[config.mk]
export PLATFORM = sky130hd
export DESIGN_NAME = game_flow_fsm
export DESIGN_NICKNAME = d
export VERILOG_FILES = /design/src/rtl/game_flow_pkg.sv /design/src/rtl/game_flow_fsm_button_edge.sv /design/src/rtl/game_flow_fsm.sv
export SDC_FILE = /design/constraint.sdc
export NUM_CORES = 1
export LEC_CHECK = 0
export CAP_MARGIN = 10
export CORE_MARGIN = 2
export CORE_UTILIZATION = 50
export CTS_BUF_LIST = sky130_fd_sc_hd__clkbuf_8
export CTS_CLUSTER_SIZE = 12
export DETAILED_ROUTE_END_ITERATION = 8
export MAX_ROUTING_LAYER = met4
export PLACE_DENSITY = 0.78
export SYNTH_ARGS = -nofsm -noshare
export SYNTH_HDL_FRONTEND = slang
export SYNTH_HIERARCHICAL = 1
export SYNTH_SLANG_ARGS = --single-unit
export TNS_END_PERCENT = 100
[constraint.sdc]
create_clock -name clock -period 1.8 [get_ports clock]
set_input_delay 0.36 -clock clock [delete_from_list [all_inputs] [get_ports clock]]
set_output_delay 0.36 -clock clock [all_outputs]
set_load 0.005 [all_outputs]
[src/rtl/game_flow_pkg.sv]
// game_flow_pkg: shared types for the Pong flow controller.
// Holds the FSM state encoding, the winner codes and the screen/enable
// decode used by game_flow_fsm.
package game_flow_pkg;

  typedef enum logic [2:0] {
    START = 3'd0,
    SERVE = 3'd1,
    PLAY  = 3'd2,
    PAUSE = 3'd3,
    OVER  = 3'd4
  } game_state_t;

  localparam logic [1:0] WIN_NONE = 2'b00;
  localparam logic [1:0] WIN_P1   = 2'b01;
  localparam logic [1:0] WIN_P2   = 2'b10;

  // Screen selects and clock enables, all decoded from one state.
  typedef struct packed {
    logic show_start;
    logic show_game;
    logic show_pause;
    logic show_over;
    logic game_en;
    logic menu_en;
  } screen_t;

  // The serve countdown is drawn on the game screen with the engine frozen.
  function automatic screen_t decode_screen(input game_state_t st);
    screen_t s;
    s = '0;
    case (st)
      START: begin
        s.show_start = 1'b1;
        s.menu_en    = 1'b1;
      end
      SERVE: s.show_game = 1'b1;
      PLAY: begin
        s.show_game = 1'b1;
        s.game_en   = 1'b1;
      end
      PAUSE: begin
        s.show_pause = 1'b1;
        s.menu_en    = 1'b1;
      end
      OVER: begin
        s.show_over = 1'b1;
        s.menu_en   = 1'b1;
      end
      default: begin
        s.show_start = 1'b1;
        s.menu_en    = 1'b1;
      end
    endcase
    return s;
  endfunction

endpackage

[src/rtl/game_flow_fsm_button_edge.sv]
// button_edge: registers the joystick button and produces a one-cycle,
// registered press strobe on its rising edge. The delayed copy resets to 1
// so a button held through reset is not seen as a new press.
module button_edge (
  input  logic i_clock,
  input  logic i_reset_n,
  input  logic i_enter,
  output logic o_press
);

  logic r_enter_q;
  logic r_press;

  // Delay the button one cycle and register the rising-edge strobe.
  always_ff @(posedge i_clock or negedge i_reset_n) begin
    if (!i_reset_n) begin
      r_enter_q <= 1'b1;
      r_press   <= 1'b0;
    end else begin
      r_enter_q <= i_enter;
      r_press   <= i_enter & ~r_enter_q;
    end
  end

  assign o_press = r_press;

endmodule

[src/rtl/game_flow_fsm.sv]
// game_flow_fsm: Pong flow controller (START/SERVE/PLAY/PAUSE/OVER).
// Keeps score, detects the win, times the serve countdown, and drives
// registered clock enables, screen selects and the engine reset.
// Optional build macro GAME_FLOW_PAUSE_TIMEOUT_EN adds an idle timeout
// that returns from PAUSE to START after PAUSE_TIMEOUT frames.
module game_flow_fsm
  import game_flow_pkg::*;
#(
  parameter int WIN_SCORE     = 7,
  parameter int SERVE_FRAMES  = 60,
  parameter int PAUSE_TIMEOUT = 1800,
  parameter int SCORE_W       = $clog2(WIN_SCORE + 1)
) (
  input  logic               clock,
  input  logic               reset,
  input  logic               enter,
  input  logic               value,
  input  logic               frame_tick,
  input  logic               point_p1,
  input  logic               point_p2,
  output logic               game_en,
  output logic               menu_en,
  output logic               show_start,
  output logic               show_game,
  output logic               show_pause,
  output logic               show_over,
  output logic               game_rst_n,
  output logic [SCORE_W-1:0] score_p1,
  output logic [SCORE_W-1:0] score_p2,
  output logic [1:0]         winner
);

  localparam int SERVE_W = $clog2(SERVE_FRAMES + 1);
  localparam logic [SERVE_W-1:0] SERVE_LAST = SERVE_W'(SERVE_FRAMES - 1);
  localparam logic [SCORE_W-1:0] WIN_VAL    = SCORE_W'(WIN_SCORE);

  game_state_t        r_state;
  game_state_t        w_state_next;
  screen_t            r_screen;
  screen_t            w_screen_next;
  logic               r_game_rst_n;
  logic               w_game_rst_n_next;
  logic               w_restart;
  logic [SCORE_W-1:0] r_score_p1;
  logic [SCORE_W-1:0] r_score_p2;
  logic [SCORE_W-1:0] w_score_p1_next;
  logic [SCORE_W-1:0] w_score_p2_next;
  logic [SCORE_W-1:0] w_p1_inc;
  logic [SCORE_W-1:0] w_p2_inc;
  logic [1:0]         r_winner;
  logic [1:0]         w_winner_next;
  logic [SERVE_W-1:0] r_serve_cnt;
  logic [SERVE_W-1:0] w_serve_cnt_next;
  logic               w_press;

`ifdef GAME_FLOW_PAUSE_TIMEOUT_EN
  localparam int IDLE_W = 16;
  localparam logic [IDLE_W-1:0] IDLE_LAST = IDLE_W'(PAUSE_TIMEOUT - 1);
  logic [IDLE_W-1:0] r_idle_cnt;
  logic [IDLE_W-1:0] w_idle_cnt_next;
`else
  logic w_unused_timeout;
  assign w_unused_timeout = (PAUSE_TIMEOUT != 0);
`endif

  button_edge u_button_edge (
    .i_clock   (clock),
    .i_reset_n (reset),
    .i_enter   (enter),
    .o_press   (w_press)
  );

  // Saturating increments keep a score from ever passing WIN_SCORE.
  assign w_p1_inc = (r_score_p1 >= WIN_VAL) ? r_score_p1 : r_score_p1 + SCORE_W'(1);
  assign w_p2_inc = (r_score_p2 >= WIN_VAL) ? r_score_p2 : r_score_p2 + SCORE_W'(1);

  // Next state, score/winner updates and countdown counters.
  always_comb begin
    w_state_next     = r_state;
    w_restart        = 1'b0;
    w_score_p1_next  = r_score_p1;
    w_score_p2_next  = r_score_p2;
    w_winner_next    = r_winner;
    w_serve_cnt_next = '0;
`ifdef GAME_FLOW_PAUSE_TIMEOUT_EN
    w_idle_cnt_next  = '0;
`endif
    case (r_state)
      START: begin
        if (w_press) w_state_next = SERVE;
      end
      SERVE: begin
        // The edge that samples the last tick is the edge that enters PLAY.
        if (frame_tick) begin
          if (r_serve_cnt == SERVE_LAST) w_state_next = PLAY;
          else w_serve_cnt_next = r_serve_cnt + SERVE_W'(1);
        end else begin
          w_serve_cnt_next = r_serve_cnt;
        end
      end
      PLAY: begin
        // A point always beats a coincident press; a double point replays.
        if (point_p1 && point_p2) begin
          w_state_next = SERVE;
        end else if (point_p1) begin
          w_score_p1_next = w_p1_inc;
          if (w_p1_inc == WIN_VAL) begin
            w_state_next  = OVER;
            w_winner_next = WIN_P1;
          end else begin
            w_state_next = SERVE;
          end
        end else if (point_p2) begin
          w_score_p2_next = w_p2_inc;
          if (w_p2_inc == WIN_VAL) begin
            w_state_next  = OVER;
            w_winner_next = WIN_P2;
          end else begin
            w_state_next = SERVE;
          end
        end else if (w_press) begin
          w_state_next = PAUSE;
        end
      end
      PAUSE: begin
        if (w_press) begin
          if (value) w_restart = 1'b1;
          else w_state_next = SERVE;
        end
`ifdef GAME_FLOW_PAUSE_TIMEOUT_EN
        else if (frame_tick) begin
          if (r_idle_cnt == IDLE_LAST) w_restart = 1'b1;
          else w_idle_cnt_next = r_idle_cnt + IDLE_W'(1);
        end else begin
          w_idle_cnt_next = r_idle_cnt;
        end
`endif
      end
      OVER: begin
        if (w_press) w_restart = 1'b1;
      end
      default: w_restart = 1'b1;
    endcase
    // Every restart path shares the same clearing actions.
    if (w_restart) begin
      w_state_next    = START;
      w_score_p1_next = '0;
      w_score_p2_next = '0;
      w_winner_next   = WIN_NONE;
    end
  end

  // Output decode from the state being entered, so registered outputs line up with it.
  always_comb begin
    w_screen_next     = decode_screen(w_state_next);
    w_game_rst_n_next = ~w_restart;
  end

  // State, score and output registers.
  always_ff @(posedge clock or negedge reset) begin
    if (!reset) begin
      r_state      <= START;
      r_screen     <= decode_screen(START);
      r_game_rst_n <= 1'b0;
      r_score_p1   <= '0;
      r_score_p2   <= '0;
      r_winner     <= WIN_NONE;
      r_serve_cnt  <= '0;
    end else begin
      r_state      <= w_state_next;
      r_screen     <= w_screen_next;
      r_game_rst_n <= w_game_rst_n_next;
      r_score_p1   <= w_score_p1_next;
      r_score_p2   <= w_score_p2_next;
      r_winner     <= w_winner_next;
      r_serve_cnt  <= w_serve_cnt_next;
    end
  end

`ifdef GAME_FLOW_PAUSE_TIMEOUT_EN
  // Idle frame counter for the PAUSE timeout; zero outside PAUSE.
  always_ff @(posedge clock or negedge reset) begin
    if (!reset) r_idle_cnt <= '0;
    else r_idle_cnt <= w_idle_cnt_next;
  end
`endif

  assign show_start = r_screen.show_start;
  assign show_game  = r_screen.show_game;
  assign show_pause = r_screen.show_pause;
  assign show_over  = r_screen.show_over;
  assign game_en    = r_screen.game_en;
  assign menu_en    = r_screen.menu_en;
  assign game_rst_n = r_game_rst_n;
  assign score_p1   = r_score_p1;
  assign score_p2   = r_score_p2;
  assign winner     = r_winner;

endmodule

; Word level (Yosys, flattened, before mapping)
; Index checks and enable logic that the tools add are counted.
[classes]
order_cmp = 2
add_sub_neg = 3
n_reduce_logical = 13
mux = 44
n_bitwise = 3
eq_ne = 15
[ops]
columns = op, n
row1 = $mux W3, 23
row2 = $mux W6, 3
row3 = $mux W2, 7
row4 = $eq A3 B2 Y1 const B, 4
row5 = $eq A3 B3 Y1 const B, 4
row6 = $pmux W3 S4, 1
row7 = $mux W1, 9
row8 = $add A3 B1 Y3 const B, 2
row9 = $add A6 B1 Y6 const B, 1
row10 = $eq A3 B1 Y1 const B, 2
row11 = $eq A6 B6 Y1 const B, 1
row12 = $ge A3 B3 Y1 const B, 2
row13 = $reduce_bool A2 Y1, 3
row14 = $reduce_bool A3 Y1, 2
row15 = $reduce_and A5 Y1, 1
row16 = $ne A2 B2 Y1 const B, 2
row17 = $reduce_and A4 Y1, 1
row18 = $reduce_or A4 Y1, 1
row19 = $logic_not A3 Y1, 1
row20 = $ne A3 B1 Y1 const B, 1
row21 = $pmux W1 S3, 1
row22 = $reduce_and A3 Y1, 1
row23 = $reduce_or A3 Y1, 1
row24 = $ne A2 B1 Y1 const B, 1
row25 = other kinds (4), 5
[word_totals]
output_inout_bits = 15
in_bits = 7
reg_bits = 26

; Logic depth before layout (Yosys ltp)
[depth]
word_depth = 12
ltp_mapped = 6

; Modules after synthesis
; The synthesis kept the hierarchy.
[by_module_without_submodules]
columns = module, cells_per_inst, area_each_um2, seq_area_each_um2, instances
row1 = game_flow_fsm, 117, 1331.3, 603.1, 1
row2 = button_edge, 3, 65.1, 51.3, 1

; Worst setup path before layout
; Ideal clock, no wire load.
[synth_timing]
path_kind = reg-to-reg
startpoint = register r_score_p1[0] (netlist: score_p1[0])
endpoint = register r_screen (netlist bit show_start)
path_stages_with_launch = 7
arrival_ps = 1711
path_slack_ps = 8
cell_sequence = dfrtp_1 > ha_1 > ha_1 > nand4bb_1 > a21oi_1 > o221ai_4 > a211oi_2
[synth_rtl]
columns = element, line_no
row1 = start: declaration, game_flow_fsm.sv:44  ; logic [SCORE_W-1:0] r_score_p1;
row2 = start signal: assignment, game_flow_fsm.sv:173  ; r_score_p1 <= w_score_p1_next;
row3 = end signal: assignment, game_flow_fsm.sv:163  ; r_screen <= decode_screen(START);
row4 = end signal: assignment, game_flow_fsm.sv:171  ; r_screen <= w_screen_next;
row5 = end: declaration, game_flow_fsm.sv:39  ; screen_t r_screen;

; Worst setup path after layout
[layout_timing]
startpoint = register r_score_p1[0] (netlist: score_p1[0])
endpoint = output score_p1[0]
[layout_rtl]
columns = element, line_no
row1 = end: declaration, game_flow_fsm.sv:28  ; output logic [SCORE_W-1:0] score_p1,
; No word-level cell between the ends.

==> metrics.md <==
| Metric | Value |
|---|---|
| Outcome | `finished, final reports clean` |
| Vias | `1,063` |
| I/O Pins | `22` |
| Minimum clock period | `1750 ps` |
| Ratio of cells with drive above 1 in the final layout | `27.2%` |
| Synth Cell Area | `1400 µm²` |
| Yosys synthesis warning count | `6` |
| Reg2reg end | `winner[0]` |
| Worst setup SP type | `flop` |
| Min-delay worst type | `in -> async` |
| Slew Limit Fails | `0` |
| Placed cells | `184` |
| Antenna violations before repair | `0` |
| Vias in the first global route | `1,037` |
| End of the critical path | `score_p1[0]` |
| Reg-to-Reg Start | `score_p1[0]` |
| H-tree depth | `1` |
| Async SR Flop Fraction | `100%` |
| Post-Synthesis Mean Instance Area | `11.6 µm²` |
| Area of the multi-input gates | `753 µm²` |
| Main synth FF type | `dfrtp_1` |
| Leak | `0.775 nW` |
| CTS root buf | `clkbuf_8` |
| Filler cells | `217` |
| Grt ovf | `0` |
| Net Count, Synth | `132` |
| Die extent in y | `56.8 µm` |
| Clock buffer depth | `2` |
| Post-synth EDFFs | `0` |
| Setup crit start | `score_p1[0]` |
| XOR/XNOR Fraction of Synth Area | `3.76%` |
| P&R area growth vs syn | `33.0%` |
| Num rows | `19` |
| Port buffer count | `21` |
| Hold-fix buffers, CTS | `0` |
| Mux contribution to synthesized area | `2.87%` |
| Final worst-path cycle share | `97.4%` |
| Post-synthesis adder-cell area fraction | `4.48%` |
| Via-to-Cell Ratio | `5.62` |
| Post-Synthesis Cells | `120` |
| Register area | `654 µm²` |
| Critical path class | `reg -> out` |
| Overall routed net length | `2850 µm` |
| Worst R2R Setup Slack | `90 ps` |
| Clock sinks | `26` |
| Unrepaired setup endpoints after global routing | `false` |
| Setup Viol. Count Final | `0` |
| Met1 Wirelength | `1290 µm` |
| Global-route wire length before repair | `4750 µm` |
| Placeable Area | `2710 µm²` |
| Ant diodes | `0` |
| Sequential area share after synthesis | `46.9%` |
| DR WL met2 | `1430 µm` |
| Main combinational cell family by area after synthesis | `simple AND/OR/NAND/NOR gates` |
| CP Max Fanout | `8` |
| Die X | `56.8 µm` |
| Worst-Margin Slew | `321 ps` |
| Inserted Clock Buffers | `3` |
| Residual DRC | `0` |
| Uppermost routed layer | `met4` |
| Initial cell density of the core | `51.5%` |
| Largest net degree at the start of global routing | `27` |
| First-pass DRT Iterations | `4` |
| Max_slew headroom | `78.4%` |
| FMAX | `570 MHz` |
| Worst-Skew Late Latency | `270 ps` |
| Routed length per instance | `15.1 µm` |
| Clock-pin slew of the registers on the worst-case setup and hold paths | `90 ps` |
| Worst setup EP type | `output port` |
| Post-route ant nets | `0` |
| Peak VDD IR | `1.05 mV` |
| Yosys reg bits | `26` |
| Final Util | `68.5%` |
| Post-Synth Simple-Gate Area | `20.8%` |
| Max Cap Viol | `0` |
| Fin. Hold Viols | `0` |
| CP arrival | `1390 ps` |
| CP required | `1440 ps` |
| Gr usage total | `19.6%` |
| DP HPWL | `2100 µm` |
| Starting DRT DRC Count | `9` |
| GP Congestion | `0.799` |
| Worst Reg-to-Reg Cells | `7` |
| Pwr Density | `1150 nW/µm²` |
| CTS tree | `yes` |
| WL met3 | `88 µm` |
| Non-filler cells, final | `189` |
| Netlist cell types | `46` |
| Die area | `3230 µm²` |
| Max Clock Skew | `8.88 ps` |
| Compound-Gate Fraction of Synth Area | `19.2%` |
| Nets | `171` |
-- critical path, cell delays in order, from the launching register on --
cell             delay, ps
dfrtp_1                400
buf_4                  130
buf_4                  150
clkdlybuf4s50_1        440
-- routing by layer --
layer,GRT usage (%),vias to the layer above
met4,5.98,0
met1,24.6,517
met3,2.76,4
met2,33.1,20
met5,-,-
li1,-,522
-- sequential cells by signal, indices dropped and copies added, names as in the netlist --
| name | flops |
|---|---|
| game_en | 1 |
| game_rst_n | 1 |
| menu_en | 1 |
| r_serve_cnt | 6 |
| r_state | 3 |
| score_p1 | 3 |
| score_p2 | 3 |
| show_game | 1 |
| show_over | 1 |
| show_pause | 1 |
| show_start | 1 |
| u_button_edge/o_press | 1 |
| u_button_edge/r_enter_q | 1 |
| winner | 2 |
-- metrics by stage --
step / instance area [µm²] / hold WS [ps] / setup slack (ps) / total power, W / setup TNS (ps)
global route: 1860 / 460 / 17.2 / 0.00226 / 0
floorplan: 1400 / 64.4 / 7.61 / 0.00132 / 0
finish: 1860 / 441 / 47.1 / 0.00214 / 0
global placement: 1740 / 484 / -33.9 / 0.00160 / -66.1
detailed placement: 1740 / 479 / -52.9 / 0.00164 / -172
CTS: 1810 / 450 / 2.32 / 0.00212 / 0
-- layout make-up --
type | instances | share of cell area [%]
Tap cell | 31 | 2.09
Clock inverter | 1 | 1.62
Sequential cell | 26 | 35.2
Timing Repair Buffer | 36 | 17.4
Clock buffer | 3 | 2.22
Inverter | 4 | 0.876
Multi-Input combinational cell | 88 | 40.6
-- cell families (layout without fill, tap and decap cells) --
kind of cell | after synthesis | count (layout)
flops | 26 | 26
compound gates | 29 | 29
fa+ha+maj | 5 | 5
buf+inv | 6 | 44
simple gates | 44 | 44
xor+xnor | 6 | 6
mux | 4 | 4
-- placed cells by master (no fill, tap or decap), types with 4 or more instances in the layout --
| cell | Yosys | layout |
|---|---|---|
| ha_1 | 5 | 4 |
| nand2_1 | 5 | 5 |
| clkdlybuf4s50_1 | 0 | 21 |
| a21oi_1 | 9 | 8 |
| buf_4 | 1 | 15 |
| mux2i_1 | 4 | 4 |
| nor2_1 | 12 | 12 |
| xor2_1 | 4 | 4 |
| dfrtp_1 | 23 | 23 |
-- cells in the mapped netlist, types with 2 or more instances --
master	n	area [µm²]
dfrtp_1	23	576
nor2_1	12	45.0
a21oi_1	9	45.0
ha_1	5	62.6
nand2_1	5	18.8
mux2i_1	4	40.0
xor2_1	4	35.0
and2_1	3	18.8
dfstp_2	3	78.8
inv_1	3	11.3
nand2b_1	3	18.8
nand3_1	3	15.0
a211oi_2	2	25.0
a22o_1	2	17.5
a31oi_1	2	12.5
and4b_4	2	27.5
nand4_1	2	12.5
nand4b_1	2	17.5
nor3_1	2	10.0
or3b_4	2	22.5
xnor2_1	2	17.5
-- where the power goes --
part	leakage, nW	internal [W]	switching [W]
Sequential	0.332	0.000732	0.000134
Clock	0.0357	0.000298	0.000185
Combinational	0.407	0.000428	0.000361
-- worst min-delay path by stage --
stage	start	end	slack, ps	cells after the start
final	reset	r_state[0]	440	2
after global routing	reset	show_game	460	2
after CTS	reset	show_game	450	2
after detailed placement	u_button_edge/r_enter_q	u_button_edge/o_press	480	1
after global placement	u_button_edge/r_enter_q	u_button_edge/o_press	480	1
after floorplan	reset	game_en	60	0
-- repair_timing --
action                                  4_1_cts  5_1_grt
pin swaps                                     4        3
endpoints found under the setup margin        4        8
gates resized for setup                       1        3
setup buffers                                 0        1
(Power assumes the default switching activity.)
==> RTL edit 1 (config.mk and constraints unchanged) <==
Remove the register `r_game_rst_n`: a continuous assignment takes its place, so the output `game_rst_n` follows one clock earlier.
--- a/src/rtl/game_flow_fsm.sv
+++ b/src/rtl/game_flow_fsm.sv
@@ -161,7 +161,6 @@
     if (!reset) begin
       r_state      <= START;
       r_screen     <= decode_screen(START);
-      r_game_rst_n <= 1'b0;
       r_score_p1   <= '0;
       r_score_p2   <= '0;
       r_winner     <= WIN_NONE;
@@ -169,13 +168,14 @@
     end else begin
       r_state      <= w_state_next;
       r_screen     <= w_screen_next;
-      r_game_rst_n <= w_game_rst_n_next;
       r_score_p1   <= w_score_p1_next;
       r_score_p2   <= w_score_p2_next;
       r_winner     <= w_winner_next;
       r_serve_cnt  <= w_serve_cnt_next;
     end
   end
+
+  assign r_game_rst_n = w_game_rst_n_next;
 
 `ifdef GAME_FLOW_PAUSE_TIMEOUT_EN
   // Idle frame counter for the PAUSE timeout; zero outside PAUSE.
Check against the original RTL: not equivalent (a bounded check fails within 4 cycles, from zero or initial values and one cycle with reset low).
==> RTL edit 1 against the unedited design <==
  * The flow now finishes with violations (setup timing)
  * Setup slack worse by 0.095 ns
  * Synthesized cell count is 3.3% higher
  * Non-clock buffer count is 6 higher
  * Routed wire length is 3.2% lower
  * Cell area is 4.0% lower
  * Sequential cell count is 1 lower
  * Synthesized area is 5.4% lower
  * Critical path type is now register to register
Power is not compared: it rests on default switching activity, and its combinational part moved more than twofold at a synthesized area within 25%.
==> RTL edit 1: results (changes against the unedited design) <==
Global route
  – Met3 track utilization from global routing: 3.75% (+0.98 points)
  – GRT Total Usage: 20.4% (+0.74 points)
  – GRT busiest layer: met2
  – Met1 global-route usage: 24.8% (+0.25 points)
  – First-pass GRT wire length: 4910 um (+3.3%)
  – Largest net degree at the start of global routing: 26 (-3.7%)
  – Routing usage on met2: 33.8% (+0.79 points)
  – Vias in the first global route: 1108 (+6.8%)

Timing
  – Setup Viol. Count Final: 4 (+4)
  – Clock skew: 0.00133 ns (-0.00755 ns)
  – Final setup TNS: -0.131 ns (-0.131 ns)
  – Final WS setup: -0.0478 ns (-0.0949 ns)
  – Slew margin rel.: 63.1% (-15 points)

Status
  – Outcome: finished with violations
  – Violated checks: setup timing

Placement
  – Gpl congestion: 0.792 (-0.94%)
  – Area after DPL: 1700 um^2 (-2.4%)
  – Port bufs: 21 (unchanged)
  – Dpl hpwl: 2040 um (-2.5%)

Logic synthesis
  – Mux share of post-synthesis cell area: 0% (-2.9 points)
  – Net Count, Synth: 136 (+3.0%)
  – Top cells by count, synth: dfrtp_1, nand2_1, nor2_1
  – Distinct cells, synth: 45 (-2.2%)
  – Synth Area in Compound Gates: 17.0% (-2.1 points)
  – Synth area leaders: dfrtp_1, dfstp_2, ha_1
  – XOR/XNOR Fraction of Synth Area: 3.98% (+0.21 points)
  – Register area share after synthesis: 47.6% (+0.77 points)
  – Ys Warns: 6 (unchanged)
  – Post-Synth Adder-Cell Area: 4.73% (+0.25 points)

Critical path
  – R2r worst-path depth: 6 (-1)
  – Data arrival, critical path: 2.02 ns (+0.63 ns)
  – RR Startpoint: score_p1[1]
  – Setup crit start: score_p1[1]
  – Reg2reg end: show_pause
  – Slowest stage delay, CP: 0.40 ns (-0.04 ns)
  – Slowest CP cell: dfrtp_1
  – WS Path Type: register to register
  – Top delay family on crit path: compound AO/OA/AOI/OAI gates
  – CP Max Fanout: 6 (-2)

Clocking
  – # H-tree levels: 1 (unchanged)
  – Clock-pin slew on the worst setup and hold paths: 0.09 ns (about the same)

Detailed routing
  – DR vias/cell: 5.57 (-0.99%)
  – Wire length on met3: 71 um (-19%)
  – WL met1: 1250 um (-3.2%)
  – Wire length on met2: 1410 um (-1.9%)
  – Top routing layer in use: met4
  – DR pass1 iterations: 4 (unchanged)
  – Final wirelength: 2760 um (-3.2%)
  – Starting DRT DRC Count: 36 (+27)

Hold path
  – Hold/Removal Path Class: primary input to asynchronous set/reset pin

Layout
  – # fillers: 186 (-14%)
  – Max reg flops: 6 (unchanged)
  – Antenna diodes: 0 (unchanged)
  – # nets final: 180 (+5.3%)
  – Share of layout cells above drive strength 1: 26.9% (-0.27 points)

Power and ir drop
  – Peak VDD IR: 573 uV
  – Leak: 0.805 nW
RTL edit 1: cell types whose count changed after synthesis, moves of 2 or more:
cell,unedited run,this run
mux2i_1,4,0
o21ai_0,1,3
nand2_1,5,12
a32o_1,0,2
and2_1,3,5
a31oi_1,2,0
nor3_1,2,4
and4b_4,2,0
or3b_4,2,0
nor2_1,12,9
or3b_1,0,2
and3_1,1,3
a22o_1,2,0
RTL edit 1: kinds of logic (layout without fill, tap and decap cells):
family	Yosys count	count (layout)
buf+inv	8	51
fa+ha+maj	5	5
simple gates	51	51
compound gates	29	29
flops	25	25
xor+xnor	6	6
RTL edit 1: layout make-up:
cell class | count | area, um^2 | share of cell area [%]
clock buffer | 3 | 41.3 | 2.32
clock inverter | 1 | 7.51 | 0.421
inverter | 5 | 18.8 | 1.05
multi-input combinational | 91 | 682 | 38.3
sequential | 25 | 629 | 35.3
tap | 30 | 37.5 | 2.11
timing repair buffer | 42 | 365 | 20.5
RTL edit 1: metrics by stage:
stage	utilization [%]	worst slack, ns	hold slack (ns)	cells
final	71.3	-0.0478	0.438	197
after global placement	67.8	-0.340	0.480	191
after floorplan	-	-0.0126	0.0644	124
after global routing	71.3	-0.119	0.475	197
after detailed placement	67.8	-0.334	0.479	191
after CTS	70.6	0.00843	0.451	196
RTL edit 1: repair_timing:
item,4_1_cts,5_1_grt
setup buffers,1,1
endpoints found under the setup margin,4,14
gates resized for setup,5,3
pin swaps,1,7
RTL edit 1: power by group through the flow:
stage	registers, mW	clock network (mW)	logic, mW
after CTS	0.714	0.354	0.346
after floorplan	0.722	0	0.182
after detailed placement	0.726	0	0.342
final	0.717	0.339	0.346
after global routing	0.726	0.375	0.388
after global placement	0.721	0	0.330
==> RTL edit 2 (config.mk and constraints unchanged) <==
Without the edit above. Add a define of `GAME_FLOW_PAUSE_TIMEOUT_EN`.
--- a/src/rtl/game_flow_fsm.sv
+++ b/src/rtl/game_flow_fsm.sv
@@ -3,6 +3,8 @@
 // registered clock enables, screen selects and the engine reset.
 // Optional build macro GAME_FLOW_PAUSE_TIMEOUT_EN adds an idle timeout
 // that returns from PAUSE to START after PAUSE_TIMEOUT frames.
+`define GAME_FLOW_PAUSE_TIMEOUT_EN
+
 module game_flow_fsm
   import game_flow_pkg::*;
 #(
Check against the original RTL: no difference found for any inputs over 10 cycles, from zero or initial values and one cycle with reset low; that may be too few to reach the edited logic, so the function may still have changed.
==> RTL edit 2 against the unedited design <==
  * The run now ends with setup timing left
  * Non-clock buffer count grew 42
  * Total power shrank 10%
  * Cell area grew 76%
  * Sequential share of layout area shrank 2.8 points
  * Synthesized cell count grew 98%
  * Sequential cell count grew 16
  * Routed wire length grew 100%
  * Synthesized area grew 64%
  * Highest routed layer unchanged
  * Setup slack lost 0.45 ns
  * Critical endpoint is now show_game
  * Global-route usage grew 4.1 points
  * Combinational power shrank 65%
  * Critical path type is now register to register
==> RTL edit 2: results (changes against the unedited design) <==
Global route
  – Largest net degree at the start of global routing: 20 (-26%)
  – Met1 global-route usage: 29.9% (+5.4 points)
  – First-pass GRT wire length: 9410 um (+98%)
  – Met3 track utilization from global routing: 4.92% (+2.2 points)
  – Routing usage on met2: 38.8% (+5.7 points)

Timing
  – Slew margin rel.: 70.8% (-7.6 points)
  – Final WS setup: -0.399 ns (-0.446 ns)
  – Setup Viol. Count Final: 27 (+27)
  – Final setup TNS: -4.29 ns (-4.29 ns)

Logic synthesis
  – Net Count, Synth: 251 (+90%)
  – Distinct cells, synth: 54 (+17%)
  – Mean post-synth cell area: 9.64 um^2 (-17%)
  – Synth area leaders: dfrtp_1, nor2_1, nand2_1
  – Register area share after synthesis: 46.0% (-0.87 points)
  – Mux share of post-synthesis cell area: 1.36% (-1.5 points)
  – Post-Synth Adder-Cell Area: 3.27% (-1.2 points)
  – XOR/XNOR Fraction of Synth Area: 4.20% (+0.44 points)

Power and ir drop
  – Peak VDD IR: 423 uV (-60%)
  – Switching Fraction: 26.5% (-5.4 points)
  – Leak: 1.37 nW (+77%)

Layout
  – # nets final: 328 (+92%)
  – Share of layout cells above drive strength 1: 34.5% (+7.3 points)
  – # fillers: 283 (+30%)
  – Post-route insts no fill: 368 (+95%)

Detailed routing
  – Final wirelength: 5710 um (+100%)
  – DR vias/cell: 5.64 (+0.21%)
  – Starting DRT DRC Count: 128 (+119)

Critical path
  – Most common cell on crit path: ha_4
  – Slowest CP cell: dfrtp_2
  – WP data required: 2.02 ns (+0.58 ns)
  – RR Startpoint: score_p2[0]
  – Top delay family on crit path: simple AND/OR/NAND/NOR gates
  – CP Max Fanout: 5 (-3)
  – R2r worst-path depth: 8 (+1)

Clocking
  – Clk_lat worst skew: 0.29 ns (+0.02 ns)
  – Inserted Clock Buffers: 5 (+2)

Placement
  – Inst Count DP: 353 (+92%)
  – Dpl hpwl: 3780 um (+80%)

Status
  – Outcome: finished with violations
  – Violated checks: setup timing
[RTL edit 2: changes by cell type after synthesis, moves of 3 or more]
cell      unedited run  this run
a31oi_1              2         5
nand3_1              3        11
nand2b_1             3         9
nand2_1              5        25
clkbuf_1             0         5
nor2_1              12        27
dfrtp_1             23        39
o31ai_1              0         3
xor2_1               4         7
a22oi_1              0         4
o21ai_0              1        17
[RTL edit 2: final cells by class]
type	count	area share [%]
Multi-Input combinational cell	182	41.8
Sequential cell	42	32.4
Timing Repair Buffer	78	20.5
Clock buffer	5	2.11
Tap cell	52	1.99
Inverter	6	0.767
Clock inverter	3	0.345
[RTL edit 2: logic make-up (layout without fill, tap and decap cells)]
family,count (synthesis),after routing
compound gates,54,54
xor+xnor,11,11
flops,42,42
fa+ha+maj,6,6
simple gates,108,108
mux,3,3
buf+inv,14,92
[RTL edit 2: power groups by stage]
stage	Clock [mW]	Combinational [mW]	Sequential, mW
after floorplan	0	0.141	1.09
after global placement	0	0.262	1.08
after detailed placement	0	0.270	1.09
after CTS	0.581	0.274	1.07
after global routing	0.626	0.317	1.08
final	0.573	0.274	1.07
[RTL edit 2: stage by stage]
stage | area (um^2) | setup slack [ns] | hold slack (ns) | total power, mW
4_1_cts | 3170 | -0.275 | 0.0140 | 1.92
2_1_floorplan | 2360 | -0.309 | 0.0644 | 1.23
3_5_place_dp | 2970 | -0.262 | 0.331 | 1.36
5_1_grt | 3260 | -0.431 | 0.0334 | 2.02
6_report | 3260 | -0.399 | 0.00157 | 1.91
3_3_place_gp | 2970 | -0.229 | 0.322 | 1.34
[RTL edit 2: worst paths after layout]
kind | end
max | show_game
min | r_state[1]
min reg2reg | u_button_edge/o_press
max in group asynchronous | u_button_edge/r_enter_q
min in group clock | u_button_edge/r_enter_q
max reg2reg | show_game
[RTL edit 2: routing by layer]
metal  wire length (um)  part of all wire [%]  up-vias
met5                  0                     0        -
met4                100                   1.8        0
met3                186                   3.3       13
met2               2930                    51       33
met1               2490                    44     1020
li1                   -                     -     1008
[RTL edit 2: what timing repair did]
item | CTS | global route
gates resized for setup | 27 | 20
endpoints found under the hold margin | 0 | 0
endpoints found under the setup margin | 33 | 32
buffers inserted | 3 | 2
pin swaps | 10 | 9
cloned | 2 | 0
